$ cat src/rtl/stall_control.sv
// Pipeline interlock unit: the stall side of the hazard logic.
// Inserts one bubble for each load-use hazard that forwarding cannot
// cover, and runs the multdiv start/wait/release handshake, freezing
// F/D and D/X for the whole multdiv operation. Outputs are combinational
// from the FSM state and the D/X instruction registers.
`timescale 1ns/1ps

module stall_control #(
  parameter int MD_TIMEOUT = 64,
  parameter int CNT_W      = 7   // 2**CNT_W must exceed MD_TIMEOUT
) (
  input  logic        clock,
  input  logic        reset,
  input  logic [31:0] decodeIR,
  input  logic [31:0] executeIR,
  input  logic        md_resultRDY,
  input  logic        md_exception,
  output logic        stall_fd,
  output logic        stall_dx,
  output logic        bubble_dx,
  output logic        ctrl_MULT,
  output logic        ctrl_DIV,
  output logic        md_sel,
  output logic        md_exc,
  output logic        md_timeout
);

  localparam logic [4:0] OP_ALU  = 5'b00000;
  localparam logic [4:0] OP_BNE  = 5'b00010;
  localparam logic [4:0] OP_JR   = 5'b00100;
  localparam logic [4:0] OP_BLT  = 5'b00110;
  localparam logic [4:0] OP_SW   = 5'b00111;
  localparam logic [4:0] OP_LW   = 5'b01000;

  localparam logic [4:0] ALU_MUL = 5'b00110;
  localparam logic [4:0] ALU_DIV = 5'b00111;

  localparam logic [1:0] IDLE    = 2'd0;
  localparam logic [1:0] WAIT    = 2'd1;
  localparam logic [1:0] RELEASE = 2'd2;

  // Last WAIT cycle index before the release is forced.
  localparam logic [CNT_W-1:0] TIMEOUT_LAST = CNT_W'(MD_TIMEOUT - 1);

  logic [1:0]       state;
  logic [CNT_W-1:0] wait_count;
  logic             exc_latched;
  logic             timeout_flag;

  logic [4:0] x_op;
  logic [4:0] x_rd;
  logic [4:0] x_aluop;
  logic       x_is_mul;
  logic       x_is_div;
  logic       x_is_md;
  logic       x_is_load;

  logic [4:0] d_op;
  logic [4:0] d_rd;
  logic [4:0] d_rs;
  logic [4:0] d_rt;
  logic [4:0] src_a;
  logic [4:0] src_b;
  logic       src_a_valid;
  logic       src_b_valid;
  logic       load_use;

  // Instruction bits this unit never looks at (immediates, shamt, low bits).
  logic unused_ir_bits;
  assign unused_ir_bits = ^{executeIR[21:7], executeIR[1:0], decodeIR[11:0]};

  // Classify the X-stage instruction: multdiv start candidates and loads.
  always_comb begin
    x_op      = executeIR[31:27];
    x_rd      = executeIR[26:22];
    x_aluop   = executeIR[6:2];
    x_is_mul  = (x_op == OP_ALU) && (x_aluop == ALU_MUL);
    x_is_div  = (x_op == OP_ALU) && (x_aluop == ALU_DIV);
    x_is_md   = x_is_mul || x_is_div;
    x_is_load = (x_op == OP_LW);
  end

  // Pick the register sources of the D-stage instruction by opcode.
  // Store data is forwarded late, so sw only depends on its base register.
  always_comb begin
    d_op        = decodeIR[31:27];
    d_rd        = decodeIR[26:22];
    d_rs        = decodeIR[21:17];
    d_rt        = decodeIR[16:12];
    src_a       = d_rs;
    src_b       = d_rt;
    src_a_valid = 1'b1;
    src_b_valid = 1'b0;
    case (d_op)
      OP_ALU: begin
        src_a       = d_rs;
        src_b       = d_rt;
        src_b_valid = 1'b1;
      end
      OP_BNE, OP_BLT: begin
        src_a       = d_rd;
        src_b       = d_rs;
        src_b_valid = 1'b1;
      end
      OP_JR: begin
        src_a = d_rd;
      end
      OP_SW: begin
        src_a = d_rs;
      end
      default: begin
        src_a = d_rs;
      end
    endcase
  end

  // A load in X whose nonzero destination feeds D cannot be forwarded in time.
  always_comb begin
    load_use = x_is_load && (x_rd != 5'd0) &&
               ((src_a_valid && (src_a == x_rd)) ||
                (src_b_valid && (src_b == x_rd)));
  end

  // Multdiv handshake FSM, WAIT cycle counter, latched exception and sticky timeout.
  always_ff @(posedge clock) begin
    if (!reset) begin
      state        <= IDLE;
      wait_count   <= '0;
      exc_latched  <= 1'b0;
      timeout_flag <= 1'b0;
    end else begin
      case (state)
        IDLE: begin
          if (x_is_md) begin
            state      <= WAIT;
            wait_count <= '0;
          end
        end
        WAIT: begin
          wait_count <= wait_count + 1'b1;
          if (md_resultRDY) begin
            exc_latched <= md_exception;
            state       <= RELEASE;
          end else if (wait_count == TIMEOUT_LAST) begin
            exc_latched  <= 1'b1;
            timeout_flag <= 1'b1;
            state        <= RELEASE;
          end
        end
        RELEASE: begin
          state <= IDLE;
        end
        default: begin
          state <= IDLE;
        end
      endcase
    end
  end

  // Drive latch enables, bubble mux and multdiv controls; all forced low in reset.
  always_comb begin
    stall_fd   = 1'b0;
    stall_dx   = 1'b0;
    bubble_dx  = 1'b0;
    ctrl_MULT  = 1'b0;
    ctrl_DIV   = 1'b0;
    md_sel     = 1'b0;
    md_exc     = 1'b0;
    md_timeout = 1'b0;
    if (reset) begin
      md_timeout = timeout_flag;
      case (state)
        IDLE: begin
          if (x_is_md) begin
            ctrl_MULT = x_is_mul;
            ctrl_DIV  = x_is_div;
            stall_fd  = 1'b1;
            stall_dx  = 1'b1;
          end else if (load_use) begin
            stall_fd  = 1'b1;
            bubble_dx = 1'b1;
          end
        end
        WAIT: begin
          stall_fd = 1'b1;
          stall_dx = 1'b1;
        end
        RELEASE: begin
          md_sel = 1'b1;
          md_exc = exc_latched;
        end
        default: begin
          stall_fd = 1'b0;
        end
      endcase
    end
  end

endmodule
$ cat config.mk
export PLATFORM = sky130hd
export DESIGN_NAME = stall_control
export DESIGN_NICKNAME = d
export VERILOG_FILES = /design/src/rtl/stall_control.sv
export SDC_FILE = /design/constraint.sdc
export NUM_CORES = 1
export LEC_CHECK = 0
export BUFFER_PORTS_ARGS = -buffer_cell sky130_fd_sc_hd__buf_2
export CORE_MARGIN = 8
export CORE_UTILIZATION = 30
export CTS_CLUSTER_DIAMETER = 120
export DETAILED_ROUTE_END_ITERATION = 6
export PLACE_DENSITY = 0.61
export SKIP_CTS_REPAIR_TIMING = 1
export SYNTH_ARGS = -nofsm -noshare
export SYNTH_HDL_FRONTEND = slang
export SYNTH_SLANG_ARGS = --single-unit
$ cat constraint.sdc
create_clock -name clock -period 1.75 [get_ports clock]
set_input_delay 0.175 -clock clock [delete_from_list [all_inputs] [get_ports clock]]
set_output_delay 0.175 -clock clock [all_outputs]
set_load 0.03 [all_outputs]
Word level (Yosys, flattened, before mapping)
Index checks and enable logic that the tools add are counted.

Register bits: 11. Word-level logic and storage cells: 71. Output and inout port bits: 8.

Muxes and demuxes: 32. Bitwise gates (word level): 1. $add $sub $neg: 1. Eq/ne operators: 13. Reductions and logical operators: 20.

Operators with widths (number): two-way mux 1 bit (22); equality test 5 x 3 -> 1 bit (second input constant) (4); case mux 7 bit (2 select lines) (1); equality test 5 bit (2); zero test 5 bit (2); two-way mux 5 bit (2); adder 7 x 1 -> 7 bit (second input constant) (1); equality test 7 x 6 -> 1 bit (second input constant) (1); two-way mux 7 bit (1); two-way mux 2 bit (3); AND reduction 2 bit (3); OR reduction 3 bit (2); equality test 5 x 2 -> 1 bit (second input constant) (1); equality test 5 x 4 -> 1 bit (second input constant) (1); logical AND 1 bit (5); nonzero test 5 bit (1); case mux 1 bit (2 select lines) (2); case mux 2 bit (2 select lines) (1); nonzero test 2 bit (2); inequality test 3 bit (second input constant) (1); AND reduction 3 bit (1); equality test 2 x 1 -> 1 bit (second input constant) (1); equality test 2 bit (second input constant) (1); zero test 2 bit (1); other kinds (4) (5).

Logic depth before layout (Yosys ltp)
Gate-level depths: netlist of the first run.

Depth in word-level cells: 11. Depth in mapped cells: 7. Mapped depth without buffers: 7.

Least setup slack after synthesis of the first run
Ideal clock, no wire load.

Kind: input to output. From: input decodeIR[27]. To: output stall_fd. Path buffers: 1. Arrival time: 1.659 ns. Required time: 1.575 ns. Slack: -0.084 ns. Cell stages on the path: 7. Cells stage by stage: nor3_2 -> and2_1 -> buf_2 -> mux2i_1 -> xor2_1 -> nand3_1 -> o211ai_1.

Word-level cells in the longest chain between the ends: 11. Elaborated cells on any way between the ends: 19.

RTL lines: start: declaration (RTL line 14) `input logic [31:0] decodeIR,`; equality test 5 x 2 -> 1 bit or equality test 5 x 3 -> 1 bit (tied branches) (RTL line 94) `case (d_op)`; OR reduction 2 bit (RTL line 94); two-way mux 5 bit (RTL line 94); equality test 5 bit (RTL line 121) `(src_b_valid && (src_b == x_rd)));`; logical AND 1 bit (RTL line 121); logical OR 1 bit (*) (RTL line 120) `((src_a_valid && (src_a == x_rd)) ||`; logical AND 1 bit (*) (RTL line 119) `load_use = x_is_load && (x_rd != 5'd0) &&`; two-way mux 1 bit (*) (RTL line 179) `end else if (load_use) begin`; two-way mux 1 bit (*) (RTL line 174) `if (x_is_md) begin`; case mux 1 bit (2 select lines) (*) (RTL line 172) `case (state)`; two-way mux 1 bit (*) (RTL line 170) `if (reset) begin`; end: declaration (RTL line 18) `output logic stall_fd,`.

Mark *: on every way between the ends. The rest lies on a longest branch, timed or not.

Worst setup path in the final report of the first run
From: input executeIR[22]. To: output bubble_dx.

Word-level cells in the longest chain between the ends: 8. Elaborated cells on any way between the ends: 11.

RTL lines: start: declaration (RTL line 15) `input logic [31:0] executeIR,`; equality test 5 bit (RTL line 121); logical AND 1 bit (RTL line 121); logical OR 1 bit (RTL line 120); logical AND 1 bit (*) (RTL line 119); two-way mux 1 bit (*) (RTL line 179); two-way mux 1 bit (*) (RTL line 174); two-way mux 1 bit (*) (RTL line 172); two-way mux 1 bit (*) (RTL line 170); end: declaration (RTL line 20) `output logic bubble_dx,`.

Marks and branches as above.

==> results of run 1 <==
==> metal layers <==
metal  wire length [um]  part of all wire  global-route usage  vias up
li1                   -                 -                   -      573
met1               1220              0.41               0.117      532
met2               1490              0.50               0.205       40
met3                220             0.074              0.0482        6
met4                 55             0.018              0.0385        0
met5                  0                 0                   0        -
==> cell families (layout without fill, tap and decap cells) <==
family / after synthesis / count (layout) / synth area share
fa+ha+maj: 1 / 1 / 0.0133
flops: 11 / 11 / 0.234
xor+xnor: 6 / 6 / 0.0558
mux: 7 / 7 / 0.0744
buf+inv: 7 / 68 / 0.0292
compound gates: 29 / 29 / 0.206
simple gates: 62 / 62 / 0.388
==> through the flow <==
stage          hold WS [ps]  setup WS [ps]   util  setup TNS, ps  instances
6_report                131           -132  0.466           -253        228
5_1_grt                 132           -244  0.466           -440        228
4_1_cts                 128           -295  0.444           -579        227
3_5_place_dp            422           -288  0.436           -567        223
3_3_place_gp            411           -203  0.436           -381        223
2_1_floorplan           276          -51.1      -          -51.1        123
==> flip-flops by register name, indices dropped and copies added, names as in the netlist <==
signal / flops
exc_latched: 1
state: 2
timeout_flag: 1
wait_count: 7
==> power breakdown <==
group / total [uW] / internal [uW] / switching, uW
registers: 250 / 250 / 0.115
logic: 155 / 83.2 / 71.7
clock network: 183 / 88.4 / 94.5
total: 588 / 422 / 166
==> worst max-delay path, stage by stage <==
cell      delay (ps)
buf_2            100
or4_1            540
o2111a_1         280
and2_4           160
nor3b_2          140
nand4_1           90
o21ai_2           70
buf_6            140
==> placed cells by master (no fill, tap or decap), types with 4 or more instances in the layout <==
cell	n
buf_4	14
o211ai_1	4
dfxtp_1	10
nand3_1	5
buf_2	42
xor2_1	5
nor2b_1	13
nand2b_1	4
nor2_1	8
inv_1	5
nand2_1	7
mux2i_1	4
o21ai_0	6
a22oi_1	4
==> layout make-up <==
cell class              instances  share of cell area
clock buffers                   4              0.0186
inverters                       5              0.0133
multi-input cells             105               0.525
flip-flops and latches         11               0.157
well taps                      44              0.0390
repair buffers                 59               0.247
==> synth_stat cells <==
cell	n
nor3_1	2
nand2_1	7
o21ai_0	6
nor4_2	1
inv_1	5
o211a_1	1
o41ai_1	1
nand3_1	5
or3_1	2
nor2b_1	13
a22oi_1	4
or4_1	1
a2bb2oi_1	1
nand2b_1	4
xor2_1	5
ha_1	1
o21bai_1	1
nand4_1	3
and4bb_2	1
nor3_2	1
and2b_2	1
a31oi_1	2
o21ai_1	2
mux2i_1	7
or2_2	2
a21boi_0	1
a21oi_1	3
and2_1	4
nor2_1	8
o211ai_1	4
dfxtp_1	11
clkbuf_1	1
o2111a_1	1
o22ai_1	2
nor2_2	1
nor3b_1	3
and3_1	3
xnor2_1	1
buf_2	1
==> worst max path at each step <==
stage,startpoint,end,slack (ps),depth (start not counted)
after detailed placement,decodeIR[27],stall_fd,-290,8
after global routing,state[1],bubble_dx,-240,7
after global placement,decodeIR[27],stall_fd,-200,8
final,executeIR[22],bubble_dx,-130,8
after floorplan,decodeIR[27],stall_fd,-50,7
after CTS,decodeIR[27],stall_fd,-300,8
==> results.md, run 1 <==
* Status: complete, but fails checks
* Failing checks: setup timing
* Clock Sinks at 11
* # diodes at 0
* Reg2reg path depth at 7
* Hold Path End: timeout_flag
* GRT Overall Usage at 0.115
* Core Area at 3030 um^2
* WL/cell at 13.1 um
* Tightest Pin Transition at 419 ps
* RR Startpoint: wait_count[0]
* Max_cap viols at 0
* Filler cell count at 322
* CTS buffer count at 3
* Die H at 72.0 um
* Top-level I/O count at 76
* CTS root buf: clkbuf_4
* DP Area at 1320 um^2
* Synth area leaders: dfxtp_1, nor2b_1, mux2i_1
* Share of cells above drive strength 1 at 0.429
* Sequential Area at 221 um^2
* Worst hold start: md_resultRDY
* Worst-case vdd ir drop at 0.000155 V
* CTS tree: done
* Overflow after GRT at 0
* Cell taking the most area after synthesis: dfxtp_1
* Routability cong. at 0.755
* Fin crit period at 1880 ps
* Initial antenna violation count at 0
* Ys Warns at 0
* Max Freq at 0.531 GHz
* First-pass iteration count of the detailed router at 4
* Final setup fails at 2
* Final Skew at 2.74 ps
* Static leakage at 0.000642 uW
* CP max FO at 3
* Final Slew Violations at 0
* First-pass GRT wire length at 4.91 mm
* Hold depth at 2
* RSZ-0062 raised after global routing: true
* Slew HR at 0.719
* Total number of vias at 1151
* Final WL at 2.99 mm
* Iter 0 DRT Violations at 54
* #FFs+latches synth at 11
* Area of the multi-input gates at 741 um^2
* Worst Hold Class: input port to register
* Mapped Area at 942 um^2
* HPWL after detailed placement at 2.51 mm
* Hold Vio Cnt, Final at 0
* Synthesis-to-finish area growth at 49.8%
* PD cells at 417 nW/um^2
* Post-Synthesis Cells at 123
* Overall power at 588 uW
* DR vias/cell at 5.05
* Die Span X at 72.0 um
* Worst R2R End: wait_count[6]
* Vias in the first global route at 1205
* Setup crit end kind: output pin
* Clock Pin Slew Worst Setup and Hold Paths at 80 ps
* Maximum clock path buffer count at 2
* Distinct cells, synth at 39
* Crit Path Class: input port to output pin
* Post-DRT Antenna Nets at 0
* Synth top area share at 0.234
* Initial Util at 0.311
* Post-route DRC at 0
* Largest net degree at the start of global routing at 12
* Crit path required time at 1570 ps
* Setup WS post-layout at -132 ps
* Synth Net Count at 192
* PortBufs at 46
* H-tree levels at 1
* Worst reg-to-reg setup slack at 300 ps
* CP startpoint kind: input port
* Arrival @ worst endpoint at 1710 ps
* Die area at 5190 um^2
* Finished Cell Area at 1410 um^2
* Fin nets at 254
* Std cell rows at 20
* Register area share after synthesis at 0.234
* Worst skew pair latency at 270 ps
* Final cycle utilization of the critical path at 1.08
* Syn Area/Cell at 7.66 um^2
Power figures use the tool's default switching activity.
==> run 2, diff against run 1 <==
--- a/config.mk
+++ b/config.mk
@@ -11,6 +11,7 @@
 export CTS_CLUSTER_DIAMETER = 120
 export DETAILED_ROUTE_END_ITERATION = 6
 export PLACE_DENSITY = 0.61
+export RECOVER_POWER = 25
 export SKIP_CTS_REPAIR_TIMING = 1
 export SYNTH_ARGS = -nofsm -noshare
 export SYNTH_HDL_FRONTEND = slang
==> run 2 against run 1 <==
The flow still finishes with violations (setup timing). Critical path depth stayed put. Critical path type unchanged. Die area did not move. Via count is 0.17% lower. Register-to-register slack got worse by 50 ps. Global-route usage stayed put. Sequential power about the same.
==> results.md, run 2 (synthesis gave the netlist of run 1 again) <==
* Worst reg-to-reg setup slack at 250 ps (-50 ps)
* Crit path cell chain: buf_2, or4_1, o2111a_1, and2_4, nor3b_2, nand4_1, o21ai_2, buf_6
* Post-route DRC at 0 (unchanged)
* Total number of vias at 1149 (-0.17%)
* Clock Sinks at 11 (unchanged)
* Worst Setup Slack post-DPL at -288 ps (unchanged)
* Synthesis-to-finish area growth at 49.3%
* Filler cell count at 325 (+0.93%)
* Global-route met2 utilization at 0.205 (unchanged)
* Die Span X at 72.0 um (unchanged)
* Clock Pin Slew Worst Setup and Hold Paths at 80 ps (about the same)
* Final setup TNS at -253 ps (unchanged)
* First-pass iteration count of the detailed router at 4 (unchanged)
* Final WL at 2.99 mm (unchanged)
* Status: complete, but fails checks
* Worst Hold Class: input port to register
* Final Skew at 2.75 ps (+0.0138 ps)
* Worst skew pair latency at 270 ps (about the same)
* WL/cell at 13.1 um (unchanged)
* CP max stage delay at 540 ps (about the same)
* Worst path bufs/invs at 2 (unchanged)
* Max_cap viols at 0 (unchanged)
* Largest net degree at the start of global routing at 12 (unchanged)
* Static leakage at 0.000633 uW (-1.4%)
* Initial Util at 0.311 (unchanged)
* Hold Path End: timeout_flag
* Flip-flop count of the largest register after layout at 7 (unchanged)
* Initial antenna violation count at 0 (unchanged)
* RSZ-0062 raised after global routing: true
* Largest regs: wait_count x7, state x2
* Core Area at 3030 um^2 (unchanged)
* CP startpoint kind: input port
* Std cell rows at 20 (unchanged)
* Crit Path Class: input port to output pin
* Busiest grt layer: met2
* Fin nets at 254 (unchanged)
* Worst R2R End: timeout_flag
* Final Slew Violations at 0 (unchanged)
* Hold WS at 131 ps (-0.0180 ps)
* HPWL after detailed placement at 2.51 mm (unchanged)
* RR Startpoint: state[0]
* Final setup fails at 2 (unchanged)
* CTS root buf: clkbuf_4
* GRT Overall Usage at 0.115 (unchanged)
* Most frequent cells in the layout: buf_2, nor2b_1, buf_4
* Share of cells above drive strength 1 at 0.418 (-0.0109)
* CTS tree: done
* Setup crit end kind: output pin
* Hold Vio Cnt, Final at 0 (unchanged)
* # diodes at 0 (unchanged)
* Slew HR at 0.720 (+0.000754)
* Reg2reg path depth at 5 (-2)
* Die area at 5190 um^2 (unchanged)
* Fin crit period at 1880 ps (unchanged)
* DR vias/cell at 5.04 (-0.17%)
* Final core utilization at 0.464 (-0.00165)
* Hold depth at 2 (unchanged)
* Final cycle utilization of the critical path at 1.08 (unchanged)
* Die H at 72.0 um (unchanged)
* CTS buffer count at 3 (unchanged)
* Sequential Area at 221 um^2 (unchanged)
* Setup WS post-layout at -132 ps (unchanged)
* Post-DRT Antenna Nets at 0 (unchanged)
* PortBufs at 46 (unchanged)
* H-tree levels at 1 (unchanged)
* CP max FO at 3 (unchanged)
* Routability cong. at 0.755 (unchanged)
* Arrival @ worst endpoint at 1710 ps (about the same)
* CP delay by family, top: simple AND/OR/NAND/NOR gates
* Maximum clock path buffer count at 2 (unchanged)
* Largest Register: wait_count
* Overflow after GRT at 0 (unchanged)
* Met1 usage at 0.117 (unchanged)
* Grt met3 use at 0.0482 (unchanged)
* Most common cell after layout, fill and taps aside: buf_2
* Worst hold start: md_resultRDY
* Vias in the first global route at 1205 (unchanged)
* Top-level I/O count at 76 (unchanged)
* CP max stage cell: or4_1
* Iter 0 DRT Violations at 54 (unchanged)
* Worst-case vdd ir drop at 0.000155 V (about the same)
* Failing checks: setup timing
* Area of the multi-input gates at 741 um^2 (unchanged)
* Levels on crit path at 8 (unchanged)
* Tightest Pin Transition at 418 ps (-1.13 ps)
* First-pass GRT wire length at 4.91 mm (unchanged)
* Crit path required time at 1570 ps (about the same)
* Max Freq at 0.531 GHz (unchanged)
* PD cells at 418 nW/um^2 (+0.35%)
-- run 2: cell types whose count changed in the layout (fill, tap and decap cells not counted) --
cell | before | now
buf_4 | 14 | 13
clkbuf_1 | 1 | 3
buf_2 | 42 | 41
-- run 2: final cells by class --
class | instances | area share
timing repair buffer | 59 | 0.245
multi-input combinational | 105 | 0.527
inverter | 5 | 0.0133
tap | 44 | 0.0391
sequential | 11 | 0.157
clock buffer | 4 | 0.0187
-- run 2: metal layers --
| layer | share of wire | vias up |
|---|---|---|
| li1 | - | 573 |
| met5 | 0 | - |
| met2 | 0.50 | 40 |
| met4 | 0.018 | 0 |
| met3 | 0.074 | 6 |
| met1 | 0.41 | 530 |
-- run 2: worst reg2reg max path: stages (launching register included) --
cell and delay [ps]:
dfxtp_1 340, clkbuf_1 190, inv_1 90, nor2_1 360, nand2_1 130, o41ai_1 290
-- run 2: worst max path at each step --
stage	startpoint	end	slack, ps
global placement	decodeIR[27]	stall_fd	-200
finish	executeIR[22]	bubble_dx	-130
floorplan	decodeIR[27]	stall_fd	-50
global route	state[1]	bubble_dx	-240
CTS	decodeIR[27]	stall_fd	-300
detailed placement	decodeIR[27]	stall_fd	-290
-- run 2: power breakdown --
part | internal, uW | leakage [uW] | switching (uW) | total (uW)
clock | 88.4 | 0.0000150 | 94.5 | 183
combinational | 83.2 | 0.000529 | 71.7 | 155
sequential | 250 | 0.0000891 | 0.113 | 250
total | 422 | 0.000633 | 166 | 588
-- run 2: stage by stage --
stage	cells	power (uW)	cell area, um^2
after detailed placement	223	398	1320
after floorplan	123	318	955
after global placement	223	393	1320
after global routing	228	617	1410
after CTS	227	579	1350
final	228	588	1410
==> run 3, diff against run 2 <==
--- a/config.mk
+++ b/config.mk
@@ -6,7 +6,7 @@
 export NUM_CORES = 1
 export LEC_CHECK = 0
 export BUFFER_PORTS_ARGS = -buffer_cell sky130_fd_sc_hd__buf_2
-export CORE_MARGIN = 8
+export CORE_MARGIN = 10
 export CORE_UTILIZATION = 30
 export CTS_CLUSTER_DIAMETER = 120
 export DETAILED_ROUTE_END_ITERATION = 6
==> run 3 against run 2 <==
The run still ends with setup timing left. Worst hold slack better by 27 ps. Core utilization up 0.17 points. Sequential power about the same. Final cell count up 0.44%.
==> results.md, run 3 (synthesis gave the netlist of run 1 again) <==
* PortBufs at 46 (unchanged)
* Die H at 76.0 um (+5.6%)
* Internal at 419 uW (-0.59%)
* CP max FO at 2 (-1)
* HPWL after detailed placement at 2.63 mm (+5.0%)
* Std cell rows at 20 (unchanged)
* Most frequent CP cell: buf_4
* Initial Util at 0.311 (unchanged)
* Worst skew pair latency at 270 ps (about the same)
* Initial antenna violation count at 0 (unchanged)
* Global-route met2 utilization at 0.196 (-0.00989)
* Final Slew Violations at 0 (unchanged)
* NetSw at 156 uW (-6.5%)
* Worst Setup Slack post-DPL at -310 ps (-21.6 ps)
* CTS tree: done
* Largest net degree at the start of global routing at 12 (unchanged)
* Crit path required time at 1570 ps (about the same)
* Crit path capture: stall_fd
* CP startpoint kind: input port
* # diodes at 0 (unchanged)
* Tightest Pin Transition at 407 ps (-11.0 ps)
* First-pass GRT wire length at 5.12 mm (+4.2%)
* Post-DRT Antenna Nets at 0 (unchanged)
* Worst R2R End: wait_count[6]
* Slew HR at 0.727 (+0.00736)
* Critical path origin: executeIR[22]
* Fin nets at 255 (+0.39%)
* Reg2reg path depth at 7 (+2)
* Die Span X at 76.0 um (+5.6%)
* Final setup TNS at -250 ps (+3.00 ps)
* Routability cong. at 0.790 (+4.7%)
* DR vias/cell at 4.86 (-3.6%)
* Die area at 5780 um^2 (+11%)
* Iter 0 DRT Violations at 37 (-31%)
* Busiest grt layer: met2
* H-tree levels at 1 (unchanged)
* Worst-case vdd ir drop at 0.000157 V (+1.6%)
* CTS buffer count at 3 (unchanged)
* Clock Pin Slew Worst Setup and Hold Paths at 70 ps (about the same)
* Final WL at 2.99 mm (about the same)
* First-pass iteration count of the detailed router at 4 (unchanged)
* Hold Vio Cnt, Final at 0 (unchanged)
* Largest regs: wait_count x7, state x2
* Clock Power Share at 0.301 (-0.010)
* Total number of vias at 1113 (-3.1%)
* Arrival @ worst endpoint at 1730 ps (+20 ps)
* RR Startpoint: wait_count[0]
* CTS root buf: clkbuf_4
* Max_cap viols at 0 (unchanged)
* GRT Overall Usage at 0.103 (-0.0114)
* Setup WS post-layout at -153 ps (-20.6 ps)
* Final setup fails at 2 (unchanged)
* Final Skew at 5.13 ps (+2.38 ps)
* WL/cell at 13.0 um (-0.47%)
* Top-level I/O count at 76 (unchanged)
* Static leakage at 0.000634 uW (+0.12%)
* Clock Sinks at 11 (unchanged)
* Setup crit end kind: output pin
* Most common cell after layout, fill and taps aside: buf_2
* Grt met3 use at 0.0366 (-0.0117)
* Max Freq at 0.526 GHz (-1.1%)
* Hold WS at 158 ps (+26.9 ps)
* Overflow after GRT at 0 (unchanged)
* Core Area at 3030 um^2 (unchanged)
* Final cycle utilization of the critical path at 1.09 (+0.0118)
* Switching Share at 0.271 (-0.0122)
* Failing checks: setup timing
* CP max stage delay at 540 ps (about the same)
* Most frequent cells in the layout: buf_2, buf_4, nor2b_1
* Worst reg-to-reg setup slack at 290 ps (+40 ps)
* Share of cells above drive strength 1 at 0.400 (-0.0185)
* Sequential power share at 0.436 (+0.010)
* Comb pwr share at 0.263 (about the same)
* Worst Hold Class: input port to register
* Vias in the first global route at 1246 (+3.4%)
* Maximum clock path buffer count at 2 (unchanged)
* Fin crit period at 1900 ps (+20.6 ps)
* PD cells at 407 nW/um^2 (-2.6%)
* RSZ-0062 raised after global routing: true
* Synthesis-to-finish area growth at 49.8%
* Flip-flop count of the largest register after layout at 7 (unchanged)
* Met1 usage at 0.0971 (-0.0195)
* Crit Path Class: input port to output pin
* Post-route DRC at 0 (unchanged)
* Largest Register: wait_count
* CP max stage cell: or4_1
* Final core utilization at 0.466 (+0.00165)
* Crit path cell chain: buf_2, or4_1, o2111a_1, buf_4, nor3b_2, nand4_1, o211ai_1, buf_4
* Status: complete, but fails checks
run 3: cell types whose count changed in the layout (fill, tap and decap cells not counted), sizes merged:
| cell | before | now |
|---|---|---|
| clkbuf | 6 | 7 |
run 3: metrics by stage:
| stage | instance area, um^2 | total power (uW) | instances |
|---|---|---|---|
| after floorplan | 955 | 318 | 123 |
| after global placement | 1330 | 393 | 225 |
| after detailed placement | 1330 | 398 | 225 |
| after CTS | 1360 | 573 | 229 |
| after global routing | 1410 | 614 | 229 |
| final | 1410 | 575 | 229 |
run 3: power by group through the flow:
stage	logic (uW)	registers, uW	clock network [uW]
after CTS	142	250	180
after global routing	168	250	196
after detailed placement	142	256	0
after floorplan	62.1	256	0
after global placement	137	256	0
final	151	250	173
run 3: how the worst min path moves through the flow:
stage | end | slack (ps) | start | depth (start not counted)
after floorplan | timeout_flag | 280 | md_resultRDY | 1
after global placement | timeout_flag | 420 | md_resultRDY | 2
after detailed placement | timeout_flag | 450 | md_resultRDY | 2
after CTS | timeout_flag | 160 | md_resultRDY | 2
after global routing | timeout_flag | 160 | md_resultRDY | 2
final | timeout_flag | 160 | md_resultRDY | 2
run 3: critical path: cells and delay by family:
family                 cells  cell delay, ps
AOI/OAI and AO/OA          2             360
buffers and inverters      3             420
and+or+nand+nor            3             780
run 3: routing by layer:
layer	wire length (um)	part of all wire
met5	0	0
met4	44	0.015
met3	210	0.070
met2	1600	0.54
met1	1130	0.38
run 3: cell type report:
type,count,area (um^2)
Clock buffer,4,26.3
Fill cell,322,1620
Inverter,5,18.8
Multi-Input combinational cell,105,733
Sequential cell,11,220
Tap cell,44,55.1
Timing Repair Buffer,60,358
